<file path="src/rtl/ederah_nfa_slot_ctrl.sv">
// ederah_nfa_slot_ctrl: run controller that caches resident NFA hashes, picks reload vs query-only
// per run, steers host beats to a core slot and generates the ap_* handshake.
module ederah_nfa_slot_ctrl #(
    parameter int G_NFA_SLOTS  = 4,
    parameter int G_HASH_WIDTH = 32,
    parameter int G_CNT_WIDTH  = 32,
    localparam int SW = (G_NFA_SLOTS > 1) ? $clog2(G_NFA_SLOTS) : 1
) (
    input  logic                    clk_i,
    input  logic                    rst_i,
    input  logic                    ap_start_i,
    output logic                    ap_idle_o,
    output logic                    ap_done_o,
    output logic                    ap_ready_o,
    input  logic [G_HASH_WIDTH-1:0] nfa_hash_i,
    input  logic                    flush_i,
    input  logic                    in_valid_i,
    input  logic                    in_last_i,
    input  logic                    in_ready_i,
    output logic                    core_valid_o,
    output logic                    core_stype_o,
    output logic [SW-1:0]           core_slot_o,
    input  logic                    res_valid_i,
    input  logic                    res_ready_i,
    input  logic                    res_last_i,
    output logic                    hit_o,
    output logic [G_CNT_WIDTH-1:0]  nfa_beats_o,
    output logic [G_CNT_WIDTH-1:0]  query_beats_o
);
    typedef enum logic [2:0] {IDLE, LOOKUP, READ_NFA, READ_QUERY, DRAIN, DONE} state_t;
    state_t                  state_q, state_d;
    logic                    ap_start_q;
    logic [G_HASH_WIDTH-1:0] hash_q, hash_d;
    logic [G_HASH_WIDTH-1:0] tag_q [G_NFA_SLOTS];
    logic [G_HASH_WIDTH-1:0] tag_d [G_NFA_SLOTS];
    logic [G_NFA_SLOTS-1:0]  valid_q, valid_d;
    logic [SW-1:0]           victim_q, victim_d, slot_q, slot_d, hit_idx;
    logic                    hit_q, hit_d, res_done_q, res_done_d, hit_any;
    logic [G_CNT_WIDTH-1:0]  nfa_cnt_q, nfa_cnt_d, qry_cnt_q, qry_cnt_d;
    logic                    start_edge, in_acc, res_end;

    assign start_edge    = ap_start_i & ~ap_start_q;
    assign core_valid_o  = in_valid_i & (state_q == READ_NFA || state_q == READ_QUERY);
    assign core_stype_o  = state_q != READ_NFA;
    assign core_slot_o   = slot_q;
    assign in_acc        = in_valid_i & in_ready_i & core_valid_o;
    assign res_end       = res_valid_i & res_ready_i & res_last_i;
    assign ap_idle_o     = state_q == IDLE;
    assign ap_done_o     = state_q == DONE;
    assign ap_ready_o    = ap_done_o;
    assign hit_o         = hit_q;
    assign nfa_beats_o   = nfa_cnt_q;
    assign query_beats_o = qry_cnt_q;

    // Descending scan so the lowest matching index wins on duplicates.
    always_comb begin
        hit_any = 1'b0;
        hit_idx = '0;
        for (int i = G_NFA_SLOTS - 1; i >= 0; i--) begin
            if (valid_q[i] && tag_q[i] == hash_q) begin
                hit_any = 1'b1;
                hit_idx = SW'(i);
            end
        end
    end

    always_comb begin
        state_d    = state_q;
        hash_d     = hash_q;
        tag_d      = tag_q;
        valid_d    = valid_q;
        victim_d   = victim_q;
        slot_d     = slot_q;
        hit_d      = hit_q;
        res_done_d = res_done_q | (state_q != IDLE && res_end);
        nfa_cnt_d  = (state_q == READ_NFA && in_acc && ~&nfa_cnt_q) ? nfa_cnt_q + 1'b1 : nfa_cnt_q;
        qry_cnt_d  = (state_q == READ_QUERY && in_acc && ~&qry_cnt_q) ? qry_cnt_q + 1'b1 : qry_cnt_q;
        case (state_q)
            IDLE: begin
                if (flush_i)
                    valid_d = '0;
                if (start_edge) begin
                    hash_d     = nfa_hash_i;
                    nfa_cnt_d  = '0;
                    qry_cnt_d  = '0;
                    res_done_d = 1'b0;
                    state_d    = LOOKUP;
                end
            end
            LOOKUP: begin
                hit_d   = hit_any;
                slot_d  = hit_any ? hit_idx : victim_q;
                state_d = hit_any ? READ_QUERY : READ_NFA;
                if (!hit_any)
                    valid_d[victim_q] = 1'b0;
            end
            READ_NFA: begin
                if (in_acc && in_last_i) begin
                    tag_d[slot_q]   = hash_q;
                    valid_d[slot_q] = 1'b1;
                    victim_d        = (victim_q == SW'(G_NFA_SLOTS - 1)) ? '0 : victim_q + 1'b1;
                    state_d         = READ_QUERY;
                end
            end
            READ_QUERY: state_d = (in_acc && in_last_i) ? DRAIN : READ_QUERY;
            DRAIN:      state_d = (res_done_q || res_end) ? DONE : DRAIN;
            default:    state_d = IDLE;
        endcase
    end

    always_ff @(posedge clk_i) begin
        if (rst_i) begin
            state_q    <= IDLE;
            ap_start_q <= 1'b0;
            hash_q     <= '0;
            tag_q      <= '{default: '0};
            valid_q    <= '0;
            victim_q   <= '0;
            slot_q     <= '0;
            hit_q      <= 1'b0;
            res_done_q <= 1'b0;
            nfa_cnt_q  <= '0;
            qry_cnt_q  <= '0;
        end else begin
            state_q    <= state_d;
            ap_start_q <= ap_start_i;
            hash_q     <= hash_d;
            tag_q      <= tag_d;
            valid_q    <= valid_d;
            victim_q   <= victim_d;
            slot_q     <= slot_d;
            hit_q      <= hit_d;
            res_done_q <= res_done_d;
            nfa_cnt_q  <= nfa_cnt_d;
            qry_cnt_q  <= qry_cnt_d;
        end
    end
endmodule

</file>
<file path="config.mk">
export PLATFORM = sky130hd
export DESIGN_NAME = ederah_nfa_slot_ctrl
export DESIGN_NICKNAME = d
export VERILOG_FILES = /design/src/rtl/ederah_nfa_slot_ctrl.sv
export SDC_FILE = /design/constraint.sdc
export NUM_CORES = 1
export LEC_CHECK = 0
export ABC_AREA = 1
export BUFFER_PORTS_ARGS = -buffer_cell sky130_fd_sc_hd__buf_2
export CORE_MARGIN = 2
export CORE_UTILIZATION = 59
export DETAILED_ROUTE_END_ITERATION = 8
export PLACE_DENSITY_LB_ADDON = 0.15
export SLEW_MARGIN = 10
export SYNTH_ARGS = -nofsm -noshare
export SYNTH_HDL_FRONTEND = slang
export SYNTH_SLANG_ARGS = --single-unit
</file>
<file path="constraint.sdc">
create_clock -name clk_i -period 2.5 [get_ports clk_i]
set_input_delay 0.125 -clock clk_i [delete_from_list [all_inputs] [get_ports clk_i]]
set_output_delay 0.125 -clock clk_i [all_outputs]
set_load 0.02 [all_outputs]
</file>
* Word-level counts from Yosys, hierarchy flattened
Index checks and enable logic that the tools add are counted.
Storage, ports and cells: logic and storage cells 111, flip-flop bits (word level) 238, output and inout bits 72
Operators by class: multiplexer cells 35, reductions and logical operators 26, bitwise operators 12, equal/unequal tests 15, add/sub/neg operators 3, $lt $le $gt $ge 6
Operators with widths (count):
- $mux 32 | 7
- $bwmux 128 | 1
- $eq 32x32->1 | 4
- $add 32x1->32 const B | 2
- $demux 32 s2 | 1
- $reduce_and 32->1 | 2
- $pmux 3 s5 | 1
- $logic_and 1x1->1 | 13
- $mux 2 | 6
- $mux 4 | 3
- $pmux 4 s3 | 1
- $mux 1 | 10
- $mux 3 | 3
- $and 1x1->1 | 6
- $eq 3x2->1 const B | 2
- $eq 3x3->1 const B | 2
- $lt 2x3->1 const B | 2
- $ne 2x1->1 const B | 3
- $reduce_and 2->1 | 3
- $reduce_bool 3->1 | 2
- $and 4x4->4 | 1
- $demux 1 s2 | 2
- $ge 2x1->1 const B | 2
- $not 4->4 | 1
- other kinds (15) | 17

* Depth between registers and ports, before layout
depth in word-level cells 9, mapped depth 16, mapped depth without buffers 15

* Worst setup path before layout
Ideal clock, no wire load.
path type register -> register, from reg qry_cnt_q[0], in the netlist query_beats_o[0], to reg qry_cnt_q[20], in the netlist query_beats_o[20], path buffers 0, data required time 2383 ps, stages on the path, launching flop included 12, library setup time 117 ps, slack 609 ps, arrival time 1774 ps, path through dfxtp_1 -> ha_1 -> nand2_1 -> nor2_1 -> inv_1 -> nor2_1 -> nand3_1 -> nor2_1 -> nand2_1 -> nor2_1 -> xor2_1 -> nor2_1
On the way: word-level cells in the longest chain between the ends 6, elaborated cells between the ends (all ways) 7, classes of those cells add/sub: 1; mux: 3; reduce/logical: 3
RTL lines:
- from (decl) | line 39 | logic [G_CNT_WIDTH-1:0] nfa_cnt_q, nfa_cnt_d, qry_cnt_q, qry_cnt_d;
- from (signal assigned) | line 135 | qry_cnt_q <= qry_cnt_d;
- branches (longest 3 deep; another with $add 32x1->32)
- $mux 32 * | line 77 | qry_cnt_d = (state_q == READ_QUERY && in_acc && ~&qry_cnt_q) ? qry_cnt_q + 1'b1 : qry_cnt_q;
- $mux 32 | line 82 | if (start_edge) begin
- $mux 32 * | line 78 | case (state_q)
Mark *: on every way between the ends. A chain may end at the register's enable or synchronous reset.

* Final worst setup path
from reg hash_q[5], to reg valid_q[1]
On the way: word-level cells in the longest chain between the ends 8, elaborated cells between the ends (all ways) 14, classes of those cells eq/ne: 5; mux: 4; reduce/logical: 5
RTL lines:
- from (decl) | line 33 | logic [G_HASH_WIDTH-1:0] hash_q, hash_d;
- from (signal assigned) | line 127 | hash_q <= hash_d;
- $eq 32x32->1 | line 60 | if (valid_q[i] && tag_q[i] == hash_q) begin
- $logic_and 1x1->1 | line 60
- $mux 1 (3 in series) | line 60
- $mux 1 * | line 60
- $ne 2x2->1 (no source line) *
- $reduce_and 4->1 (no source line) *
- to (signal assigned) | line 129 | valid_q <= valid_d;
- to (decl) | line 36 | logic [G_NFA_SLOTS-1:0] valid_q, valid_d;
Mark *: on every way between the ends. The rest lies on a longest branch, timed or not.

==> impl_metrics.json <==
{
  "status": "finished, final reports clean",
  "min_period_ns": 2.17,
  "die_x_um": 142,
  "first_iter_violations": 905,
  "endpoint": "valid_q[1]",
  "io_buffer_count": 113,
  "clkTransAtPathRegs_ns": 0.06,
  "power.leakage_uw": 0.00541,
  "setup_tns_ns": 0,
  "dieArea_mm2": 0.0203,
  "synth_area_per_cell_um2": 7.01,
  "ys_ff_latch": 238,
  "nets": 1791,
  "reg2reg_to": "valid_q[1]",
  "worstSetupEndpointType": "flop",
  "postRouteAntennaNets": 0,
  "grt_pass1_wl_um": 50700,
  "synthArstFlopShare_pct": 0,
  "hold_viol_final": 0,
  "synth_ff_type": "dfxtp_1",
  "synth.distinct_cells": 41,
  "period_share_pct": 86.8,
  "fin_util_pct": 71.0,
  "setup_viol": 0,
  "drv_cap": 0,
  "pin_count": 114,
  "cp.required_ns": 2.93,
  "reg2reg_depth": 13,
  "antenna_found_initial": 0,
  "crit_arrival_ns": 2.60,
  "synth_edf_count": 0,
  "reg2reg_from": "hash_q[5]",
  "crit_type": "reg -> reg",
  "area_growth_pct": 17.9,
  "fin_skew_ns": 0.00651,
  "dieHeight_um": 142,
  "r2r_slack_ns": 0.33,
  "clockRootBuffer": "clkbuf_16",
  "cts_buffers": 26,
  "synth.net_count": 1659,
  "htreeDepth": 1,
  "worst_setup_path_start_kind": "flop",
  "worstPathMaxFanout": 8,
  "core_mm2": 0.0188,
  "num_rows": 50,
  "layout_common_cells": "nand2_1, dfxtp_1, nor2_1",
  "final_common_cell": "nand2_1",
  "cts_tree": "built",
  "cp-startpoint": "hash_q[5]",
  "hold_class": "in -> reg",
  "irDropWorstVdd_mv": 0.468,
  "clock.fmax_ghz": 0.461,
  "synth_area_mm2": 0.0113,
  "synth_warnings": 0,
  "worst_pin_slew_ns": 0.731,
  "dp_hpwl_um": 22200,
  "gp_congestion": 0.964,
  "pwr_density_cell_mw_per_mm2": 685,
  "overflow": 0,
  "maxSlewHeadroom_pct": 51.3,
  "drcViolationCount": 0,
  "grt_max_degree": 65,
  "insertion_delay_ns": 0.53,
  "vias": 11100,
  "antenna_cells": 0,
  "grt_usage_pct": 31.1,
  "ys_seq_area_share_pct": 42.2,
  "cts_buffer_depth": 3,
  "min_path_cells": 4,
  "wl_per_cell_um": 15.9,
  "initial_core_util_pct": 60.2,
  "wl_um": 31800,
  "cts_resized": 0,
  "rsz0062_at_grt": "no",
  "grt_pass1_vias": 10200,
  "cts.sinks": 238,
  "drt_pass1_iterations": 6,
  "syn_inst": 1611,
  "layout-drive-gt1-share_pct": 13.1,
  "vias_per_cell": 5.54,
  "slew_violations": 0
}
==> cell usage after synthesis, types with 2 or more instances <==
library cell,number,area share (%)
nand3_2,2,0.18
o21ai_0,157,7.0
a211oi_1,33,2.2
o21bai_1,2,0.13
nor3b_1,2,0.13
nand2_4,3,0.30
xor2_1,49,3.8
nor2_4,2,0.20
xnor2_1,30,2.3
dfxtp_1,238,42
inv_2,23,0.76
nand3_1,53,2.3
nor2_1,230,7.6
a21oi_1,146,6.5
o211ai_1,3,0.20
nand4_1,27,1.5
inv_1,148,4.9
nor2_2,3,0.17
buf_6,3,0.30
buf_4,2,0.13
nand2_1,330,11
clkbuf_1,26,0.86
nor3_1,32,1.4
ha_1,6,0.66
nor3_2,2,0.18
o31ai_1,2,0.13
o21a_1,3,0.20
nand2_2,5,0.28
buf_2,37,1.6
==> worst min-delay path by stage <==
| stage | start | to |
|---|---|---|
| 2_1_floorplan | ap_start_i | ap_start_q |
| 3_3_place_gp | ap_start_i | ap_start_q |
| 3_5_place_dp | ap_start_i | ap_start_q |
| 4_1_cts | res_ready_i | res_done_q |
| 5_1_grt | in_ready_i | state_q[2] |
| 6_report | nfa_hash_i[12] | hash_q[12] |
==> layer usage <==
layer	up-vias	share of wire, %	GRT usage, %
met5	-	0	0
met1	5052	43	42.0
met2	448	45	50.6
li1	5469	-	-
met4	0	3.6	11.4
met3	86	8.3	4.91
==> flip-flops by register name (all words and copies together), names as in the netlist <==
name,cells
nfa_beats_o,32
ap_start_q,1
tag_q,128
hit_o,1
valid_q,4
victim_q,2
core_slot_o,2
res_done_q,1
hash_q,32
state_q,3
query_beats_o,32
==> repair_timing <==
action / in CTS / in global routing
hold buffers: 32 / 0
setup buffers: 0 / 0
endpoints found under the hold margin: 32 / 0
==> report_power, final <==
part	total [uW]	leakage [uW]	switching, uW	internal [uW]
clock network	3920	0.000429	1570	2350
registers	4030	0.00192	146	3880
logic	1180	0.00306	777	405
total	9130	0.00541	2490	6640
==> worst max-delay path: stages (launching register included) <==
cell and delay (ns):
dfxtp_1 0.42, inv_1 0.20, o21ai_0 0.29, nor2_1 0.08
nand2_1 0.11, nor2_1 0.05, nand3_1 0.10, nor2_1 0.05
nor2_1 0.22, nand2_1 0.14, nand2_2 0.15, nand2_4 0.08
nor2_1 0.12, nor2_1 0.05
==> metrics by stage <==
stage	total power, uW	worst slack, ns	hold slack [ns]	std cells	area, um2
2_1_floorplan	4810	0.609	0.250	1611	11300
3_3_place_gp	5210	0.452	0.347	1917	12100
3_5_place_dp	5220	0.349	0.360	1917	12100
4_1_cts	9120	0.359	0.0271	1995	13300
5_1_grt	9420	0.0765	0.0628	1995	13300
6_report	9130	0.330	0.0393	1995	13300
==> final cells by class <==
type / count / area, um2
clock buffers: 37 / 773
clock inverters: 9 / 100
fillers: 1581 / 5450
inverters: 171 / 642
multi-input cells: 1132 / 5550
flip-flops and latches: 238 / 4760
well taps: 234 / 293
repair buffers: 174 / 1190
==> kinds of logic (layout without fill, tap and decap cells) <==
logic type      after synthesis  count (layout)  synth area share [%]
compound gates              351             351                  16.6
flops                       238             238                  42.2
xor+xnor                     79              79                  6.12
buf+inv                     241             391                  8.69
simple gates                696             696                  25.8
fa+ha+maj                     6               6                 0.665
Power figures use the tool's default switching activity.
